### src/rtl/microsequencer.sv
// Microprogram sequencer: uPC, next-address select and return-address stack.
// Define USEQ_STACK_EN to build the CALL/RET stack; without it CALL acts as BR and RET as NEXT.
module microsequencer #(
    parameter int ADDR_W = 4,
    parameter int CTRL_W = 22,
    parameter int NCOND  = 3,
    parameter int DEPTH  = 4,
    localparam int CSEL_W = $clog2(NCOND + 1),
    localparam int SP_W   = $clog2(DEPTH + 1),
    localparam int UW     = 2 + 1 + CSEL_W + ADDR_W + CTRL_W
) (
    input  logic              clk,
    input  logic              rst_n,
    input  logic [UW-1:0]     uword,
    input  logic [NCOND-1:0]  cond,
    input  logic              hold,
    input  logic              clr_err,
    output logic [ADDR_W-1:0] upc,
    output logic [CTRL_W-1:0] ctrl_out,
    output logic [SP_W-1:0]   sp,
    output logic              err_ovf,
    output logic              err_unf
);
    localparam int         CVEC_W  = 1 << CSEL_W;
    localparam logic [1:0] OP_BR   = 2'b01;
    localparam logic [1:0] OP_CALL = 2'b10;
    localparam logic [1:0] OP_RET  = 2'b11;

    logic [1:0]        op;
    logic              inv;
    logic [CSEL_W-1:0] csel;
    logic [ADDR_W-1:0] baddr;
    logic [CTRL_W-1:0] ctrl;
    logic [CVEC_W-1:0] cvec;
    logic              c;
    logic [ADDR_W-1:0] upc_q, upc_d, inc;

    assign {op, inv, csel, baddr, ctrl} = uword;

    // Padding the condition vector to a power of two makes csel > NCOND read as false.
    assign cvec     = CVEC_W'({cond, 1'b1});
    assign c        = cvec[csel] ^ inv;
    assign inc      = upc_q + 1'b1;
    assign upc      = upc_q;
    assign ctrl_out = hold ? '0 : ctrl;

`ifdef USEQ_STACK_EN
    localparam int IDX_W = (DEPTH > 1) ? $clog2(DEPTH) : 1;

    logic [ADDR_W-1:0] stack_q [DEPTH];
    logic [SP_W-1:0]   sp_q, sp_d;
    logic              ovf_q, unf_q;
    logic              ovf_set, unf_set, push;
    logic              full, empty;
    logic [IDX_W-1:0]  push_idx, pop_idx;

    assign push_idx = IDX_W'(sp_q);
    assign pop_idx  = IDX_W'(sp_q - 1'b1);
    assign full     = (sp_q == SP_W'(DEPTH));
    assign empty    = (sp_q == '0);

    always_comb begin
        upc_d   = upc_q;
        sp_d    = sp_q;
        push    = 1'b0;
        ovf_set = 1'b0;
        unf_set = 1'b0;
        if (!hold) begin
            upc_d = inc;
            case (op)
                OP_BR: if (c) upc_d = baddr;
                OP_CALL: begin
                    if (c && full) begin
                        ovf_set = 1'b1;
                    end else if (c) begin
                        push  = 1'b1;
                        sp_d  = sp_q + 1'b1;
                        upc_d = baddr;
                    end
                end
                OP_RET: begin
                    if (c && empty) begin
                        unf_set = 1'b1;
                        upc_d   = '0;
                    end else if (c) begin
                        sp_d  = sp_q - 1'b1;
                        upc_d = stack_q[pop_idx];
                    end
                end
                default: ;
            endcase
        end
    end

    // Stack storage carries no reset; entries at or above sp are don't-care.
    always_ff @(posedge clk) begin
        if (push) stack_q[push_idx] <= inc;
    end

    always_ff @(posedge clk or negedge rst_n) begin
        if (!rst_n) begin
            upc_q <= '0;
            sp_q  <= '0;
            ovf_q <= 1'b0;
            unf_q <= 1'b0;
        end else begin
            upc_q <= upc_d;
            sp_q  <= sp_d;
            ovf_q <= ovf_set | (ovf_q & ~clr_err);
            unf_q <= unf_set | (unf_q & ~clr_err);
        end
    end

    assign sp      = sp_q;
    assign err_ovf = ovf_q;
    assign err_unf = unf_q;
`else
    logic unused_clr;

    always_comb begin
        upc_d = upc_q;
        if (!hold) begin
            upc_d = inc;
            case (op)
                OP_BR, OP_CALL: if (c) upc_d = baddr;
                OP_RET:         upc_d = inc;
                default: ;
            endcase
        end
    end

    always_ff @(posedge clk or negedge rst_n) begin
        if (!rst_n) upc_q <= '0;
        else        upc_q <= upc_d;
    end

    assign unused_clr = clr_err;
    assign sp         = '0;
    assign err_ovf    = 1'b0;
    assign err_unf    = 1'b0;
`endif
endmodule

### config.mk
export PLATFORM = sky130hd
export DESIGN_NAME = microsequencer
export DESIGN_NICKNAME = d
export VERILOG_FILES = /design/src/rtl/microsequencer.sv
export SDC_FILE = /design/constraint.sdc
export NUM_CORES = 1
export LEC_CHECK = 0
export CORE_MARGIN = 3
export CORE_UTILIZATION = 24
export CTS_CLUSTER_DIAMETER = 60
export CTS_CLUSTER_SIZE = 8
export DETAILED_ROUTE_END_ITERATION = 7
export GPL_ROUTABILITY_DRIVEN = 0
export HOLD_SLACK_MARGIN = 0.12
export PLACE_DENSITY = 0.8
export REMOVE_ABC_BUFFERS = 1
export SKIP_LAST_GASP = 1
export SYNTH_ARGS = -nofsm -noshare
export SYNTH_HDL_FRONTEND = slang
export SYNTH_SLANG_ARGS = --single-unit
### constraint.sdc
create_clock -name clk -period 1.3 [get_ports clk]
set_input_delay 0.13 -clock clk [delete_from_list [all_inputs] [get_ports clk]]
set_output_delay 0.13 -clock clk [all_outputs]
set_load 0.01 [all_outputs]
# Yosys cells after proc, flatten, opt, wreduce, memory -nomap -nowiden
# Index checks and enable logic that the tools add are counted.
# word_totals
register_bits	4
in_bits	38
output_inout_bits	31
# op_classes
addsub	1
magnitude_cmp	1
n_eq_ne	2
n_mux	5
n_bitwise	1
reduce_logical	1
# op_table
operator	n
22-bit two-way mux	1
4-bit two-way mux	2
4-bit by 1-bit adder with 4-bit output (second input constant)	1
2-bit by 3-bit less-than comparator with 1-bit output (second input constant)	1
1-bit binary-select mux with 2-bit select	1
2-bit by 1-bit == test with 1-bit output (second input constant)	1
2-bit == test (second input constant)	1
2-bit OR reduction	1
1-bit two-way mux	1
1-bit XOR	1

# Logic depth before layout (Yosys ltp)
# logic_depth
ltp_word	5
depth_mapped	4
mapped_depth_nobuf	4

# Worst setup path before layout
# OpenSTA, ideal clock, no wires.
# synth_path
kind	reg2reg
from	register upc_q[0] (netlist: upc[0])
to	register upc_q[1] (netlist: upc[1])
t_arrival_ns	1.123
path_slack_ns	0.051
stages_incl_launch_ff	4
n_path_buf	0
synth_period_minus_slack_ns	1.249
path_cell_list	dfrtp_1 ha_1 nor2b_1 a221o_1
# synth_between
elab_chain_len	3
# synth_lines
element	line_no	rtl
from (decl)	36	logic [ADDR_W-1:0] upc_q, upc_d, inc;
from (signal assigned)	134	else upc_q <= upc_d;
4-bit by 1-bit adder with 4-bit output (*)	43	assign inc = upc_q + 1'b1;
4-bit two-way mux	125	OP_BR, OP_CALL: if (c) upc_d = baddr;
4-bit two-way mux (*)	124	case (op)
# Mark *: on every way between the ends. The rest lies on a longest branch, timed or not.
# A chain may end at the register's enable or synchronous reset.

# Final worst setup path
# layout_path
from	input uword[27]
to	register upc_q[1] (netlist: upc[1])
# layout_between
elab_chain_len	5
# layout_lines
element	line_no	rtl
from (decl)	14	input logic [UW-1:0] uword,
1-bit binary-select mux with 2-bit select	42	assign c = cvec[csel] ^ inv;
1-bit two-way mux (implied by the code)	42	
1-bit XOR	42	
4-bit two-way mux	125	
4-bit two-way mux	124	
# No other way between the ends. The select of a mux whose other input is x is not followed.

==> qor.yml <==
global_routing:
  grt.overflow.total: 0
  grt_pass1_vias: 704
  grt_use_total_pct: 15.0
  grt_max_degree: 23
  antenna_found_initial: 0
  grt_pass1_wl_um: 3110
clock_tree:
  clk_path_buf_depth: 2
  numCtsBuffers: 3
  cts_tree: "yes"
  cts-htree-levels: 1
  clk_latency_ps: 240
  clockRootBuffer: "clkbuf_4"
  clkTransAtPathRegs_ps: 40
  clock-sinks: 4
placed_design:
  place_inst: 159
  hpwl_um: 1750
  port-buffer-count: 62
synth:
  synth-edff-count: 0
  synth-seq-cells: 4
  yosys.cell_types.count: 25
  muxShareOfSynthArea_pct: 1.96
  yosysWarnings: 0
  synthTopCellsByArea: "nor2b_1, dfrtp_1, buf_4, o311ai_1, o221ai_2"
  synth_cells: 66
  synth_top_family_by_area: "simple AND/OR/NAND/NOR gates"
  ys_seq_area_share_pct: 19.6
  synth_fa_ha_area_share_pct: 2.44
  synth_top_area_share_pct: 31.8
  syn_area_um2: 512
  ys_async_sr_fraction_pct: 100
  synth-simple-area-share_pct: 46.5
  synth_xor_area_share_pct: 1.71
  synth_commonest_cells: "nor2b_1, buf_4, dfrtp_1"
  synth.most_common_cell: "nor2b_1"
  synthFlopType: "dfrtp_1"
  avgSynthCellArea_um2: 7.75
  synth_compound_area_share_pct: 15.4
  yosys.area.top_type: "nor2b_1"
worst_setup_path:
  path_class: "in -> reg"
  cp_max_fo: 4
  worstPathCellList: "clkdlybuf4s15_2 > mux2i_4 > o221ai_4 > or2_4 > a221o_1"
  startpoint_type: "primary input"
  critPathSlowestCell: "a221o_1"
  slowest_delay_ps: 330
  required_ps: 1420
  r2r_slack_ps: 90
  cp_data_arrival_time_ps: 1390
  critPathCaptureType: "register"
floorplan:
  rows: 16
  io_pins: 69
  dieArea_um2: 2720
  die_width_um: 52.2
  fp.dieH_um: 52.2
  design.core.area_um2: 1980
  start_util_pct: 25.8
timing:
  slew_viol_final: 0
  hold_viol_final: 0
  setup_viol: 0
  layout_min_cycle_time_ps: 1270
  fmax_mhz: 787
  period_share_pct: 97.8
  skew_ps: 2.23
detailed_routing:
  vias: 710
  dr.first_iter.drc_count: 7
  antenna_left: 0
  wirelength_um: 2180
  via_per_inst: 4.25
  routedWlPerCell_um: 13.0
  drc: 0
  drt_pass1_iterations: 4
hold_path:
  min_path_type: "in -> reg"
pwr:
  pwr-share-clk_pct: 16.3
  p_per_area_nw_per_um2: 771
  pwr-share-comb_pct: 60.9
  seqPwrFrac_pct: 22.9
  switchingPower_uw: 330
  p_sw_share_pct: 34.2
  power_leakage_uw: 0.000585
  power.total_uw: 967
  p_int_uw: 637
  worst_ir_drop_vdd_mv: 0.573
cells_and_area:
  nFillCells: 166
  drive_gt1_share_pct: 24.3
  synthToLayoutAreaGrowth_pct: 145
  antenna_cells: 0
  largest_reg_flops: 4
  finalNonFillerCells: 167
  nNetsFinal: 181
flow_run:
  maxCapViolCount: 0
status:
  status: "complete, no violations"
## per-layer routing
metal / global-route usage [%] / share of wire (%) / wire length [µm]
met5: 0 / 0 / 0
met3: 4.56 / 7.2 / 156
met1: 17.4 / 36 / 773
met2: 26.2 / 56 / 1220
met4: 4.68 / 1.1 / 24
## worst paths after layout
check,start,endpoint,depth (start not counted)
min in group asynchronous,rst_n,upc[1],2
max reg2reg,upc[0],upc[1],3
min reg2reg,upc[3],upc[3],2
max,uword[27],upc[1],5
min,hold,upc[2],4
max in group asynchronous,rst_n,upc[2],2
## power groups by stage
| stage | Combinational [µW] | Sequential (µW) | Clock, µW |
|---|---|---|---|
| 6_report | 589 | 221 | 157 |
| 2_1_floorplan | 210 | 248 | 0 |
| 4_1_cts | 588 | 222 | 163 |
| 5_1_grt | 637 | 234 | 170 |
| 3_5_place_dp | 619 | 224 | 0 |
| 3_3_place_gp | 609 | 222 | 0 |
## logic make-up (layout without fill, tap and decap cells)
| group | after synthesis | count (layout) |
|---|---|---|
| other | 1 | 5 |
| buffers and inverters | 11 | 81 |
| adders and majority gates | 1 | 1 |
| DFF | 4 | 4 |
| xor gates and xnor gates | 1 | 1 |
| muxes | 1 | 1 |
| and+or+nand+nor | 38 | 38 |
| AOI/OAI and AO/OA | 9 | 9 |
## critical path, delay by kind of cell
kind | cells | cell delay [ps]
compound gates | 2 | 490
simple gates | 1 | 280
mux | 1 | 270
buf+inv | 1 | 220
## through the flow
stage	instance area (µm²)	setup TNS [ps]	worst slack [ps]	utilization, %	hold slack, ps
floorplan	478	0	50.6	-	-166
global placement	1200	-7060	-434	60.8	356
detailed placement	1200	-7620	-506	60.8	350
CTS	1270	-17.0	-17.0	64.1	484
global route	1250	-15.0	-15.0	63.3	500
finish	1250	0	28.8	63.3	475
## placed cells by master, fill, tap and decap left out, types with 3 or more instances in the layout
master / n
nor2b_1: 26
clkbuf_2: 12
clkdlybuf4s15_1: 5
clkdlybuf4s50_1: 27
clkbuf_4: 3
conb_1: 5
dlygate4sd2_1: 16
dfrtp_1: 4
buf_4: 9
inv_1: 3
nand2_1: 3
## final cells by class
| class | count | area (µm²) | share of cell area (%) |
|---|---|---|---|
| tap | 27 | 33.8 | 2.69 |
| multi-input combinational | 55 | 408 | 32.5 |
| clock buffer | 3 | 22.5 | 1.80 |
| sequential | 4 | 100 | 7.98 |
| inverter | 3 | 11.3 | 0.898 |
| timing repair buffer | 75 | 678 | 54.1 |
## what timing repair did
action,in CTS,in global routing
resized for setup,53,20
hold endpoints to repair,4,0
hold buffers,1,0
setup buffers,3,0
pin swaps,7,1
cloned,0,1
setup endpoints to repair,30,23
(Power assumes the default switching activity.)
